$ cat src/rtl/mac_tx_arb.sv
// mac_tx_arb: frame-level round-robin arbiter sharing one MAC TX byte stream
// between two packet sources. A granted source sends one whole frame
// (sof..eof) and is followed by a forced inter-frame gap.
// Optional feature macro: MAC_TX_ARB_WDT_EN adds a per-frame beat watchdog
// (MAX_FRAME parameter, wdt_trip output) that force-terminates runaway frames.
module mac_tx_arb #(
  parameter int TEST_DATA_WIDTH = 8,
  parameter int IFG_CYCLES      = 12,
  parameter int GNT_TIMEOUT     = 16
`ifdef MAC_TX_ARB_WDT_EN
  , parameter int MAX_FRAME     = 2048
`endif
) (
  input  logic                       clk,
  input  logic                       rst,
  input  logic                       src0_req,
  output logic                       src0_gnt,
  input  logic [TEST_DATA_WIDTH-1:0] src0_data,
  input  logic                       src0_valid,
  input  logic                       src0_sof,
  input  logic                       src0_eof,
  input  logic                       src1_req,
  output logic                       src1_gnt,
  input  logic [TEST_DATA_WIDTH-1:0] src1_data,
  input  logic                       src1_valid,
  input  logic                       src1_sof,
  input  logic                       src1_eof,
  output logic [TEST_DATA_WIDTH-1:0] mac_tx_data,
  output logic                       mac_tx_valid,
  output logic                       mac_tx_sof,
  output logic                       mac_tx_eof,
  output logic [1:0]                 src_drop,
  output logic [15:0]                frm_cnt0,
  output logic [15:0]                frm_cnt1
`ifdef MAC_TX_ARB_WDT_EN
  , output logic                     wdt_trip
`endif
);

  typedef enum logic [1:0] {IDLE = 2'd0, GRANT = 2'd1, XFER = 2'd2, GAP = 2'd3} state_t;

  localparam logic [7:0] TMO_LAST = 8'(GNT_TIMEOUT - 1);
  localparam logic [7:0] GAP_LAST = 8'(IFG_CYCLES - 1);
`ifdef MAC_TX_ARB_WDT_EN
  localparam int BEAT_W = $clog2(MAX_FRAME + 1);
  localparam logic [BEAT_W-1:0] BEAT_MAX = BEAT_W'(MAX_FRAME);
`endif

  state_t                     state_q, state_d;
  logic                       sel_q, sel_d;
  logic                       last_q, last_d;
  logic [7:0]                 tmo_q, tmo_d;
  logic [7:0]                 gap_q, gap_d;
  logic [15:0]                frm_cnt0_q, frm_cnt0_d;
  logic [15:0]                frm_cnt1_q, frm_cnt1_d;
  logic [TEST_DATA_WIDTH-1:0] mac_data_q, mac_data_d;
  logic                       mac_valid_q, mac_valid_d;
  logic                       mac_sof_q, mac_sof_d;
  logic                       mac_eof_q, mac_eof_d;
  logic [1:0]                 drop_q, drop_d;
  logic                       gnt0_q, gnt0_d;
  logic                       gnt1_q, gnt1_d;
`ifdef MAC_TX_ARB_WDT_EN
  logic [BEAT_W-1:0]          beat_q, beat_d;
  logic                       wdt_q, wdt_d;
`endif

  logic [TEST_DATA_WIDTH-1:0] sel_data;
  logic                       sel_valid, sel_sof, sel_eof, sel_req;
  logic                       fwd, fin, rel;

  // Route the currently selected source's beat and request to the control logic
  always_comb begin
    sel_data  = sel_q ? src1_data  : src0_data;
    sel_valid = sel_q ? src1_valid : src0_valid;
    sel_sof   = sel_q ? src1_sof   : src0_sof;
    sel_eof   = sel_q ? src1_eof   : src0_eof;
    sel_req   = sel_q ? src1_req   : src0_req;
  end

  // Arbitration FSM: pick a source, wait for its sof, carry the frame, then hold the gap
  always_comb begin
    state_d = state_q;
    sel_d   = sel_q;
    last_d  = last_q;
    tmo_d   = tmo_q;
    gap_d   = gap_q;
    fwd     = 1'b0;
    fin     = 1'b0;
    rel     = 1'b0;
`ifdef MAC_TX_ARB_WDT_EN
    beat_d  = beat_q;
    wdt_d   = 1'b0;
`endif
    unique case (state_q)
      IDLE: begin
        if (src0_req && src1_req) begin
          sel_d   = ~last_q;
          state_d = GRANT;
          tmo_d   = '0;
        end else if (src0_req) begin
          sel_d   = 1'b0;
          state_d = GRANT;
          tmo_d   = '0;
        end else if (src1_req) begin
          sel_d   = 1'b1;
          state_d = GRANT;
          tmo_d   = '0;
        end
      end
      GRANT: begin
        if (sel_valid && sel_sof) begin
          fwd = 1'b1;
          if (sel_eof) fin = 1'b1;
          else         state_d = XFER;
`ifdef MAC_TX_ARB_WDT_EN
          beat_d = BEAT_W'(1);
`endif
        end else if (!sel_req || (tmo_q == TMO_LAST)) begin
          rel = 1'b1;
        end else begin
          tmo_d = tmo_q + 8'd1;
        end
      end
      XFER: begin
`ifdef MAC_TX_ARB_WDT_EN
        // Runaway frame: terminate it ourselves without crediting the source
        if (beat_q == BEAT_MAX) begin
          wdt_d   = 1'b1;
          state_d = GAP;
          gap_d   = '0;
          last_d  = sel_q;
        end else if (sel_valid) begin
          fwd    = 1'b1;
          fin    = sel_eof;
          beat_d = beat_q + 1'b1;
        end
`else
        if (sel_valid) begin
          fwd = 1'b1;
          fin = sel_eof;
        end
`endif
      end
      GAP: begin
        if (gap_q == GAP_LAST) state_d = IDLE;
        else                   gap_d   = gap_q + 8'd1;
      end
      default: state_d = IDLE;
    endcase
    if (rel) begin
      state_d = IDLE;
      last_d  = sel_q;
    end
    if (fin) begin
      state_d = GAP;
      gap_d   = '0;
      last_d  = sel_q;
    end
  end

  // Next MAC beat, drop pulses, grants and completed-frame counters
  always_comb begin
    mac_data_d  = mac_data_q;
    mac_valid_d = 1'b0;
    mac_sof_d   = 1'b0;
    mac_eof_d   = 1'b0;
    if (fwd) begin
      mac_data_d  = sel_data;
      mac_valid_d = 1'b1;
      mac_sof_d   = sel_sof;
      mac_eof_d   = sel_eof;
    end
`ifdef MAC_TX_ARB_WDT_EN
    if (wdt_d) begin
      mac_data_d  = '0;
      mac_valid_d = 1'b1;
      mac_eof_d   = 1'b1;
    end
`endif
    drop_d[0]  = src0_valid && !(fwd && !sel_q);
    drop_d[1]  = src1_valid && !(fwd && sel_q);
    gnt0_d     = ((state_d == GRANT) || (state_d == XFER)) && !sel_d;
    gnt1_d     = ((state_d == GRANT) || (state_d == XFER)) && sel_d;
    frm_cnt0_d = frm_cnt0_q + {15'd0, fin && !sel_q};
    frm_cnt1_d = frm_cnt1_q + {15'd0, fin && sel_q};
  end

  // State and output registers with synchronous active-low reset
  always_ff @(posedge clk) begin
    if (!rst) begin
      state_q     <= IDLE;
      sel_q       <= 1'b0;
      last_q      <= 1'b1;
      tmo_q       <= '0;
      gap_q       <= '0;
      frm_cnt0_q  <= '0;
      frm_cnt1_q  <= '0;
      mac_data_q  <= '0;
      mac_valid_q <= 1'b0;
      mac_sof_q   <= 1'b0;
      mac_eof_q   <= 1'b0;
      drop_q      <= '0;
      gnt0_q      <= 1'b0;
      gnt1_q      <= 1'b0;
`ifdef MAC_TX_ARB_WDT_EN
      beat_q      <= '0;
      wdt_q       <= 1'b0;
`endif
    end else begin
      state_q     <= state_d;
      sel_q       <= sel_d;
      last_q      <= last_d;
      tmo_q       <= tmo_d;
      gap_q       <= gap_d;
      frm_cnt0_q  <= frm_cnt0_d;
      frm_cnt1_q  <= frm_cnt1_d;
      mac_data_q  <= mac_data_d;
      mac_valid_q <= mac_valid_d;
      mac_sof_q   <= mac_sof_d;
      mac_eof_q   <= mac_eof_d;
      drop_q      <= drop_d;
      gnt0_q      <= gnt0_d;
      gnt1_q      <= gnt1_d;
`ifdef MAC_TX_ARB_WDT_EN
      beat_q      <= beat_d;
      wdt_q       <= wdt_d;
`endif
    end
  end

  assign src0_gnt     = gnt0_q;
  assign src1_gnt     = gnt1_q;
  assign mac_tx_data  = mac_data_q;
  assign mac_tx_valid = mac_valid_q;
  assign mac_tx_sof   = mac_sof_q;
  assign mac_tx_eof   = mac_eof_q;
  assign src_drop     = drop_q;
  assign frm_cnt0     = frm_cnt0_q;
  assign frm_cnt1     = frm_cnt1_q;
`ifdef MAC_TX_ARB_WDT_EN
  assign wdt_trip     = wdt_q;
`endif

endmodule

$ cat config.mk
export PLATFORM = sky130hd
export DESIGN_NAME = mac_tx_arb
export DESIGN_NICKNAME = d
export VERILOG_FILES = /design/src/rtl/mac_tx_arb.sv
export SDC_FILE = /design/constraint.sdc
export NUM_CORES = 1
export LEC_CHECK = 0
export ABC_CLOCK_PERIOD_IN_PS = 2400
export CORE_MARGIN = 1
export CORE_UTILIZATION = 45
export DETAILED_ROUTE_END_ITERATION = 8
export GPL_ROUTABILITY_DRIVEN = 0
export GPL_TIMING_DRIVEN = 0
export PLACE_DENSITY_LB_ADDON = 0.2
export SYNTH_ARGS = -nofsm -noshare
export SYNTH_HDL_FRONTEND = slang
export SYNTH_SLANG_ARGS = --single-unit
$ cat constraint.sdc
create_clock -name clk -period 2.4 [get_ports clk]
set_clock_uncertainty 0.1 [all_clocks]
set_input_delay 0.36 -clock clk [delete_from_list [all_inputs] [get_ports clk]]
set_output_delay 0.36 -clock clk [all_outputs]
set_load 0.03 [all_outputs]
==> results.ini <==
[worst_setup_path]
cpPeakStageDelay_ps = 360
start_kind = flop
cp_cell_sequence = inv_4, ha_4, nor2b_4, o21ai_2, nor3b_2, ha_2, nand3_4, nor3_4, and3_4, nand3_2, xnor2_1, and2_1
crit_required_ps = 2540
reg2reg_depth = 12
cpMaxStageDelayCell = dfxtp_4
path_class = flop to flop
crit_arrival_ps = 2560
critical_path.max_fanout = 3
cp-end-kind = flop

[global_routing]
grt_pass1_vias = 2445
grt-ovfl-total = 0
grtUsageTotal = 0.1977
antenna_found_initial = 0
grt_max_degree = 12
grt_pass1_wl_mm = 11.20

[clock_tree]
ctsHoldBuffers = 0
htree_levels = 3
cts_tree = done
clk_latency_ps = 350
cts_root_buffer = clkbuf_8
clk_pin_slew_worst_paths_ps = 70
clk_path_buf_depth = 2
cts_sinks = 67
cts_made_buffers = 9

[floorplan]
die_height_um = 85.04
initial_core_util = 0.4777
num_rows = 29
die_w_um = 85.04
die_area_mm2 = 0.007232
ios = 73
core_area_mm2 = 0.006495

[sta]
rsz0062_at_grt = yes
maxSlewHeadroom = 0.4047
drv_slew = 0
tns_ps = -13.09
finalHoldViolations = 0
setup_viol = 1
fmax_mhz = 414.4
period_share = 1.005
final.min_clock_period_ps = 2413
tightestPinTransition_ps = 885.4
worst_slack_ps = -13.09

[power]
power_mw = 2.921
powerDensity_mw_per_mm2 = 650.7
p_leak_nw = 1.861
peakVddDrop_mv = 0.4844

[logic_synthesis]
synth_top_area_share = 0.4323
yosysWarnings = 0
synth_edf_count = 0
synthDistinctLibCells = 42
async_flop_share = 0
synth_cells = 330
syn_area_mm2 = 0.003103
synth_flop_cell = dfxtp_1
syn_area_per_cell_um2 = 9.403
ys_seq_elements = 67
synth.most_common_cell = dfxtp_1
synth_largest_area_cell = dfxtp_1
syn_nets = 366
yosys-top-cells-count = 67 x dfxtp_1, 30 x and2_1, 28 x nand2_1, 25 x nor2_1, 24 x nand3_1
synth_seq_area_share = 0.4323
synthTopCellsByArea = dfxtp_1 43%, xor2_1 6.2%, and2_1 6.0%, xnor2_1 4.5%, ha_1 4.0%

[place]
pre_cts_ws_ps = -862.9
placed_area_mm2 = 0.003971
portBuffers = 72
dp_hpwl_mm = 4.845

[routing]
wl_per_cell_um = 13.96
detail_route.iter0.violations = 81
first_pass_iters = 4
drc = 0
antenna_left = 0
routed_wl_mm = 7.177
num_vias = 2638
routed_via_density = 5.132

[final_layout]
area_growth_pct = 44.68
postLayoutCellArea_mm2 = 0.004489
final_nets = 468
layout-drive-gt1-share = 0.1831
nFillCells = 528
antenna-diode-count = 0

[worst_hold_path]
hold_path.class = primary input to flop
holdPathStages = 3

[status]
failed_checks = setup timing
status = finished with violations

[run]
drv_cap = 0

-- where the power goes --
part / internal, mW / switching (mW) / total (mW) / leakage (nW)
Clock: 0.640 / 0.426 / 1.07 / 0.113
Sequential: 1.17 / 0.0412 / 1.21 / 0.543
Combinational: 0.301 / 0.344 / 0.645 / 1.20
-- flip-flops by register name, indices dropped and copies added (netlist names) --
register and cells:
src1_gnt 1, src_drop 2, mac_tx_sof 1, mac_tx_data 8
src0_gnt 1, last_q 1, frm_cnt1 16, mac_tx_eof 1
gap_q 8, mac_tx_valid 1, state_q 2, tmo_q 8
frm_cnt0 16, sel_q 1
-- final timing paths --
path              slack [ps]       start      endpoint
setup / recovery         -10  state_q[0]  frm_cnt0[15]
hold / removal           340  src0_valid   src_drop[0]
setup reg to reg         -10  state_q[0]  frm_cnt0[15]
hold reg to reg          380    tmo_q[1]      tmo_q[1]
-- worst max-delay path, delay by kind of cell, from the launching register on --
family                     cells  cell delay [ps]
buffers and inverters          1               70
adders and majority gates      2              390
xor gates and xnor gates       1              130
AOI/OAI and AO/OA              1               70
DFF                            1              360
and+or+nand+nor                7             1190
-- per-stage QoR --
step                      hold WS (ps)  std cells  utilization
final                            337.1        514       0.6912
after CTS                        325.3        501       0.6692
after global routing             363.9        514       0.6912
after global placement           361.6        479       0.6114
after floorplan                  345.6        330            -
after detailed placement         371.1        479       0.6114
-- repair_timing --
item,CTS,global route
buffers inserted,6,13
pin swaps,9,16
gates resized for setup,29,10
setup endpoints to repair,17,12
cloned,0,0
-- cells by family after synthesis --
logic type,Yosys count,synth area share
AOI/OAI and AO/OA,38,0.09839
xor gates and xnor gates,38,0.1073
DFF,67,0.4323
adders and majority gates,10,0.04032
muxes,12,0.03911
buffers and inverters,17,0.02298
and+or+nand+nor,148,0.2597
-- final cells by class --
type | instances | area, µm² | area share
buffer | 10 | 60.06 | 0.01338
inverter | 7 | 28.78 | 0.006410
multi-input combinational | 246 | 1866 | 0.4156
clock buffer | 12 | 155.1 | 0.03456
tap | 77 | 96.34 | 0.02146
timing repair buffer | 91 | 858.3 | 0.1912
clock inverter | 4 | 72.57 | 0.01616
sequential | 67 | 1353 | 0.3013
-- metal layers --
layer  vias to the layer above  part of all wire  global-route usage
li1                       1345                 -                   -
met1                      1228              0.45              0.2328
met2                        58              0.48              0.3321
met3                         7             0.058             0.07393
met4                         0            0.0098             0.06626
met5                         -                 0                   0
-- cells in the final DEF, fill, tap and decap left out, types with 4 or more instances in the layout --
master	n
ha_4	4
nor2_1	23
or3_1	5
nand4_1	6
and3_1	9
ha_1	4
xnor2_1	16
o211a_1	8
a21oi_1	4
clkbuf_1	6
inv_1	5
dfxtp_1	64
xor2_1	22
mux2i_1	10
o21ai_0	5
dlygate4sd2_1	4
nand3_1	20
and2_1	29
buf_4	19
clkbuf_8	11
clkdlybuf4s50_1	68
nand2_1	27
a21boi_0	7
Power figures use the tool's default switching activity.
